--- src/rtl/pool_scheduler.sv ---
// pool_scheduler: walks every channel of a layer through the 2x2 max-pool unit.
// Optional drain watchdog / overflow error flag: `define POOL_SCHED_TIMEOUT_EN.
`timescale 1ns/1ps
module pool_scheduler #(
  parameter int DATA_WIDTH     = 16,
  parameter int NUM_CHANNELS   = 6,
  parameter int NUM_ROWS       = 28,
  parameter int NUM_COLUMNS    = 28,
  parameter int TIMEOUT_CYCLES = 64,
  localparam int OUT_PER_CH    = (NUM_ROWS / 2) * (NUM_COLUMNS / 2),
  localparam int IN_AW         = $clog2(NUM_CHANNELS * NUM_ROWS * NUM_COLUMNS),
  localparam int OUT_AW        = $clog2(NUM_CHANNELS * OUT_PER_CH)
) (
  input  logic                  i_clk,
  input  logic                  i_rst,
  input  logic                  i_go,
  output logic                  o_busy,
  output logic                  o_done,
  output logic                  o_rd_en,
  output logic [IN_AW-1:0]      o_rd_addr,
  input  logic [DATA_WIDTH-1:0] i_rd_data,
  output logic                  o_pool_start,
  output logic                  o_pool_clr,
  output logic [DATA_WIDTH-1:0] o_pool_data,
  input  logic                  i_pool_nd,
  input  logic [DATA_WIDTH-1:0] i_pool_data,
  output logic                  o_wr_en,
  output logic [OUT_AW-1:0]     o_wr_addr,
  output logic [DATA_WIDTH-1:0] o_wr_data,
  output logic                  o_err
);

  localparam int CH_W  = (NUM_CHANNELS > 1) ? $clog2(NUM_CHANNELS) : 1;
  localparam int ROW_W = (NUM_ROWS > 1) ? $clog2(NUM_ROWS) : 1;
  localparam int COL_W = (NUM_COLUMNS > 1) ? $clog2(NUM_COLUMNS) : 1;
  localparam int OC_W  = $clog2(OUT_PER_CH + 1);

  typedef enum logic [2:0] {IDLE, START, STREAM, DRAIN, NEXT, DONE} state_t;

  state_t            state;
  logic [CH_W-1:0]   ch;
  logic [ROW_W-1:0]  row;
  logic [COL_W-1:0]  col;
  logic [OC_W-1:0]   out_cnt;
  logic [OUT_AW-1:0] wr_ptr;
  logic              cnt_full;

  // wr_ptr tracks ch*OUT_PER_CH + out_cnt incrementally instead of multiplying.
  assign cnt_full = (out_cnt == OC_W'(OUT_PER_CH));

`ifdef POOL_SCHED_TIMEOUT_EN
  localparam int WD_W = $clog2(TIMEOUT_CYCLES + 1);
  logic [WD_W-1:0] wd;
`else
  assign o_err = 1'b0;
`endif

  always_ff @(posedge i_clk or posedge i_rst) begin
    if (i_rst) begin
      state        <= IDLE;
      ch           <= '0;
      row          <= '0;
      col          <= '0;
      out_cnt      <= '0;
      wr_ptr       <= '0;
      o_busy       <= 1'b0;
      o_done       <= 1'b0;
      o_rd_en      <= 1'b0;
      o_rd_addr    <= '0;
      o_pool_start <= 1'b0;
      o_pool_clr   <= 1'b0;
      o_pool_data  <= '0;
      o_wr_en      <= 1'b0;
      o_wr_addr    <= '0;
      o_wr_data    <= '0;
`ifdef POOL_SCHED_TIMEOUT_EN
      wd           <= '0;
      o_err        <= 1'b0;
`endif
    end else begin
      o_pool_data  <= i_rd_data;
      o_pool_start <= 1'b0;
      o_pool_clr   <= 1'b0;
      o_done       <= 1'b0;
      o_wr_en      <= 1'b0;

      // Pool results are accepted in any active state; extras past a full channel are dropped.
      if (state != IDLE && i_pool_nd) begin
        if (!cnt_full) begin
          o_wr_en   <= 1'b1;
          o_wr_addr <= wr_ptr;
          o_wr_data <= i_pool_data;
          wr_ptr    <= wr_ptr + 1'b1;
          out_cnt   <= out_cnt + 1'b1;
        end
`ifdef POOL_SCHED_TIMEOUT_EN
        else begin
          o_err <= 1'b1;
        end
`endif
      end

      case (state)
        IDLE: begin
          if (i_go) begin
            state        <= START;
            o_busy       <= 1'b1;
            o_pool_start <= 1'b1;
          end
        end
        START: begin
          state   <= STREAM;
          o_rd_en <= 1'b1;
`ifdef POOL_SCHED_TIMEOUT_EN
          wd      <= '0;
`endif
        end
        STREAM: begin
          // Reads are contiguous across channels, so the address just increments.
          o_rd_addr <= o_rd_addr + 1'b1;
          if (col == COL_W'(NUM_COLUMNS - 1)) begin
            col <= '0;
            if (row == ROW_W'(NUM_ROWS - 1)) begin
              row     <= '0;
              o_rd_en <= 1'b0;
              state   <= DRAIN;
            end else begin
              row <= row + 1'b1;
            end
          end else begin
            col <= col + 1'b1;
          end
        end
        DRAIN: begin
          if (cnt_full) begin
            state      <= NEXT;
            o_pool_clr <= 1'b1;
          end
`ifdef POOL_SCHED_TIMEOUT_EN
          else if (i_pool_nd) begin
            wd <= '0;
          end else if (wd == WD_W'(TIMEOUT_CYCLES - 1)) begin
            o_err      <= 1'b1;
            o_pool_clr <= 1'b1;
            o_done     <= 1'b1;
            state      <= DONE;
          end else begin
            wd <= wd + 1'b1;
          end
`endif
        end
        NEXT: begin
          out_cnt <= '0;
          if (ch == CH_W'(NUM_CHANNELS - 1)) begin
            state  <= DONE;
            o_done <= 1'b1;
          end else begin
            ch           <= ch + 1'b1;
            state        <= START;
            o_pool_start <= 1'b1;
          end
        end
        DONE: begin
          ch        <= '0;
          out_cnt   <= '0;
          wr_ptr    <= '0;
          o_rd_addr <= '0;
          o_busy    <= 1'b0;
          state     <= IDLE;
        end
        default: state <= IDLE;
      endcase
    end
  end

endmodule
--- config.mk ---
export PLATFORM = sky130hd
export DESIGN_NAME = pool_scheduler
export DESIGN_NICKNAME = d
export VERILOG_FILES = /design/src/rtl/pool_scheduler.sv
export SDC_FILE = /design/constraint.sdc
export NUM_CORES = 1
export LEC_CHECK = 0
export ABC_AREA = 1
export BUFFER_PORTS_ARGS = -buffer_cell sky130_fd_sc_hd__buf_2
export CORE_AREA = 2 2 93 95
export DETAILED_ROUTE_END_ITERATION = 12
export DIE_AREA = 0 0 95 97
export MAX_ROUTING_LAYER = met4
export PLACE_DENSITY = 0.78
export SYNTH_ARGS = -nofsm -noshare
export SYNTH_HDL_FRONTEND = slang
export SYNTH_SLANG_ARGS = --single-unit
export TNS_END_PERCENT = 50
--- constraint.sdc ---
create_clock -name i_clk -period 3.8 [get_ports i_clk]
set_clock_uncertainty 0.05 [all_clocks]
set_input_delay 0.76 -clock i_clk [delete_from_list [all_inputs] [get_ports i_clk]]
set_output_delay 0.76 -clock i_clk [all_outputs]
set_load 0.02 [all_outputs]
==> impl_metrics.json <==
{
  "cpMaxStageDelayCell": "nand3_1",
  "crit_type": "reg2reg",
  "critical-path-top-delay-family": "simple AND/OR/NAND/NOR gates",
  "seq_area_frac_synth": 0.566,
  "drt-met1-wl_um": 4010,
  "worst-path-buf-inv": 3,
  "power_frac_comb": 0.159,
  "cts.clk_slew.worst_paths_ns": 0.09,
  "dieHeight_um": 97,
  "cp_cell_sequence": "inv_1 > nand3_1 > inv_1 > o21bai_4 > inv_2 > nand2_1 > o21ai_1",
  "dp_cells": 690,
  "netSwitchingPower_uw": 681,
  "core_sq_um": 8130,
  "slew_headroom": 0.399,
  "cts.sinks": 97,
  "fin_cells": 706,
  "ys.flop_type": "dfrtp_1",
  "ys_ff_latch": 97,
  "first_pass_iters": 4,
  "syn_area_per_cell_sq_um": 8.64,
  "yosysTopAreaCellShare": 0.566,
  "top_layer": "met4",
  "drc": 0,
  "track_usage": 0.213,
  "synth.distinct_cells": 32,
  "finalSetupViolCount": 0,
  "power_per_cell_area_nw_per_um2": 442,
  "die_width_um": 95,
  "drtIter0Drc": 142,
  "wl_um": 9090,
  "ant_nets": 0,
  "wl_met2_um": 4400,
  "diodes": 0,
  "syn_area_sq_um": 4290,
  "synth_top_area_cell": "dfrtp_1",
  "dieArea_sq_um": 9220,
  "syn2layout_area_growth_pct": 18.0,
  "insertion_delay_ns": 0.36,
  "path_common_cell": "inv_1",
  "start_util": 0.528,
  "grt_remaining_overflow": 0,
  "cts_resized": 0,
  "drive_gt1_frac": 0.218,
  "htree_levels": 3,
  "vias": 3570,
  "yosysWarnings": 0,
  "pwr-share-seq": 0.538,
  "antenna_found_initial": 0,
  "min_path_type": "reg2reg",
  "gp_congestion": 0.859,
  "fmax_mhz": 448,
  "clockPowerShare": 0.303,
  "synthCells": 497,
  "ir_drop_mv": 0.166,
  "r2r_slack_ns": 1.57,
  "synth_enable_flop_cells": 0,
  "required_ns": 4.00,
  "cts_setup_buffers": 0,
  "synth_nets": 541,
  "synth_area_leaders": "dfrtp_1 (57%), nand2_1 (14%), nand3_1 (4.9%)",
  "p_int_uw": 1560,
  "arrival_ns": 2.43,
  "wl_met3_um": 547,
  "maxSlewViolCount": 0,
  "rsz0062_at_grt": "no",
  "io_pins": 99,
  "grt_max_degree": 71,
  "netSwitchingFraction": 0.304,
  "clk_path_buf_depth": 2,
  "wl_per_cell_um": 12.9,
  "leakagePower_uw": 0.00272,
  "crit_path_start_kind": "flip-flop",
  "hold_buffers": 0,
  "cts_tree": "built",
  "hpwlAfterDp_um": 6720,
  "drv_cap": 0,
  "max_stage_delay_ns": 0.64,
  "min_period_over_period": 0.588,
  "grt_pass1_vias": 3552,
  "grt_pass1_wl_um": 15400,
  "synthArstFlopShare": 1.00,
  "endpoint_kind": "flip-flop",
  "avgViaCountPerCell": 5.06,
  "hold_viol_final": 0,
  "period_minus_slack_ns": 2.23,
  "worst_pin_slew_ns": 0.899,
  "fin_setup_tns_ns": 0,
  "crit_fanout": 23,
  "portBuffers": 97,
  "cts_buffers": 9,
  "cts-root-buf": "clkbuf_8",
  "status": "completed",
  "nets": 640,
  "rows": 33
}
==> state kept, by name, summed over array words and instances (netlist names) <==
| signal | count |
|---|---|
| row | 5 |
| o_pool_start | 1 |
| o_rd_addr | 13 |
| o_wr_addr | 11 |
| o_done | 1 |
| col | 5 |
| o_wr_data | 16 |
| o_rd_en | 1 |
| o_pool_data | 16 |
| o_pool_clr | 1 |
| out_cnt | 8 |
| o_busy | 1 |
| state | 3 |
| ch | 3 |
| o_wr_en | 1 |
| wr_ptr | 11 |
==> worst paths after layout <==
| path | depth (start not counted) | startpoint | endpoint |
|---|---|---|---|
| worst min-delay path | 2 | o_wr_data[15] | o_wr_data[15] |
| worst max register to register | 7 | state[1] | wr_ptr[8] |
| max in group asynchronous | 3 | i_rst | o_wr_en |
| min in group asynchronous | 2 | i_rst | row[3] |
| worst min register to register | 2 | o_wr_data[15] | o_wr_data[15] |
| worst max-delay path | 7 | state[1] | wr_ptr[8] |
==> cells in the final DEF, fill, tap and decap left out, drive strengths merged <==
cell / Yosys / final
conb: 1 / 1
or2: 3 / 3
bufinv: 0 / 1
a21o: 1 / 1
clkinv: 0 / 2
clkinvlp: 0 / 1
a21oi: 8 / 8
o21bai: 2 / 2
nor3: 6 / 6
xor2: 2 / 2
mux2i: 1 / 1
ha: 8 / 8
inv: 58 / 61
nor2: 31 / 31
nand3b: 1 / 1
xnor2: 1 / 1
buf: 10 / 99
nand2: 158 / 158
nand3: 43 / 43
dfrtp: 97 / 97
nor3b: 1 / 1
o21ai: 46 / 46
clkbuf: 1 / 9
o31ai: 1 / 1
nand4: 17 / 17
==> metrics by stage <==
step	utilization	area (sq um)	hold slack [ns]	setup WS [ns]	total power, uW
6_report	0.623	5060	0.428	1.57	2240
5_1_grt	0.623	5060	0.432	1.35	2360
4_1_cts	0.623	5060	0.429	1.60	2260
3_5_place_dp	0.598	4860	0.407	1.61	1580
3_3_place_gp	0.598	4860	0.399	1.70	1570
2_1_floorplan	-	4290	0.421	0.456	1450
==> cells in the mapped netlist, types with 6 or more instances <==
master and number:
nand2_1 157, dfrtp_1 97, inv_1 53, nand3_1 42, o21ai_0 30, nor2_1 27
nand4_1 17, o21ai_1 16, a21oi_1 8, ha_1 8, buf_2 7, nor3_1 6
==> power by group through the flow <==
stage | combinational, uW | sequential, uW | clock [uW]
floorplan | 190 | 1260 | 0
global placement | 350 | 1220 | 0
detailed placement | 358 | 1220 | 0
CTS | 359 | 1200 | 695
global route | 405 | 1220 | 738
finish | 356 | 1200 | 679
==> logic make-up (layout without fill, tap and decap cells) <==
family                   count (synthesis)  after routing  share of synthesized area
flip-flops                              97             97                      0.566
buffers and inverters                   69            173                     0.0656
adder cells (fa/ha/maj)                  8              8                     0.0233
AO/OA/AOI/OAI                           58             58                     0.0726
XOR/XNOR                                 3              3                    0.00612
AND/OR/NAND/NOR                        260            260                      0.264
other                                    1              1                   0.000874
multiplexers                             1              1                    0.00233
==> metal layers <==
metal,global-route usage,up-vias
li1,-,1788
met1,0.261,1654
met2,0.355,114
met3,0.0405,14
met4,0.0680,0
met5,-,-
==> cell type report <==
class	instances	area [sq um]
Clock inverter	7	76.3
Sequential cell	97	2430
Tap cell	105	131
Inverter	58	223
Clock buffer	9	124
Fill cell	696	3070
Timing Repair Buffer	99	500
Multi-Input combinational cell	331	1580
==> tightest hold or removal path: stages, from the launching register on <==
cell and delay (ns):
dfrtp_1 0.35, nand2_1 0.05, nand2_1 0.05
(Power assumes the default switching activity.)
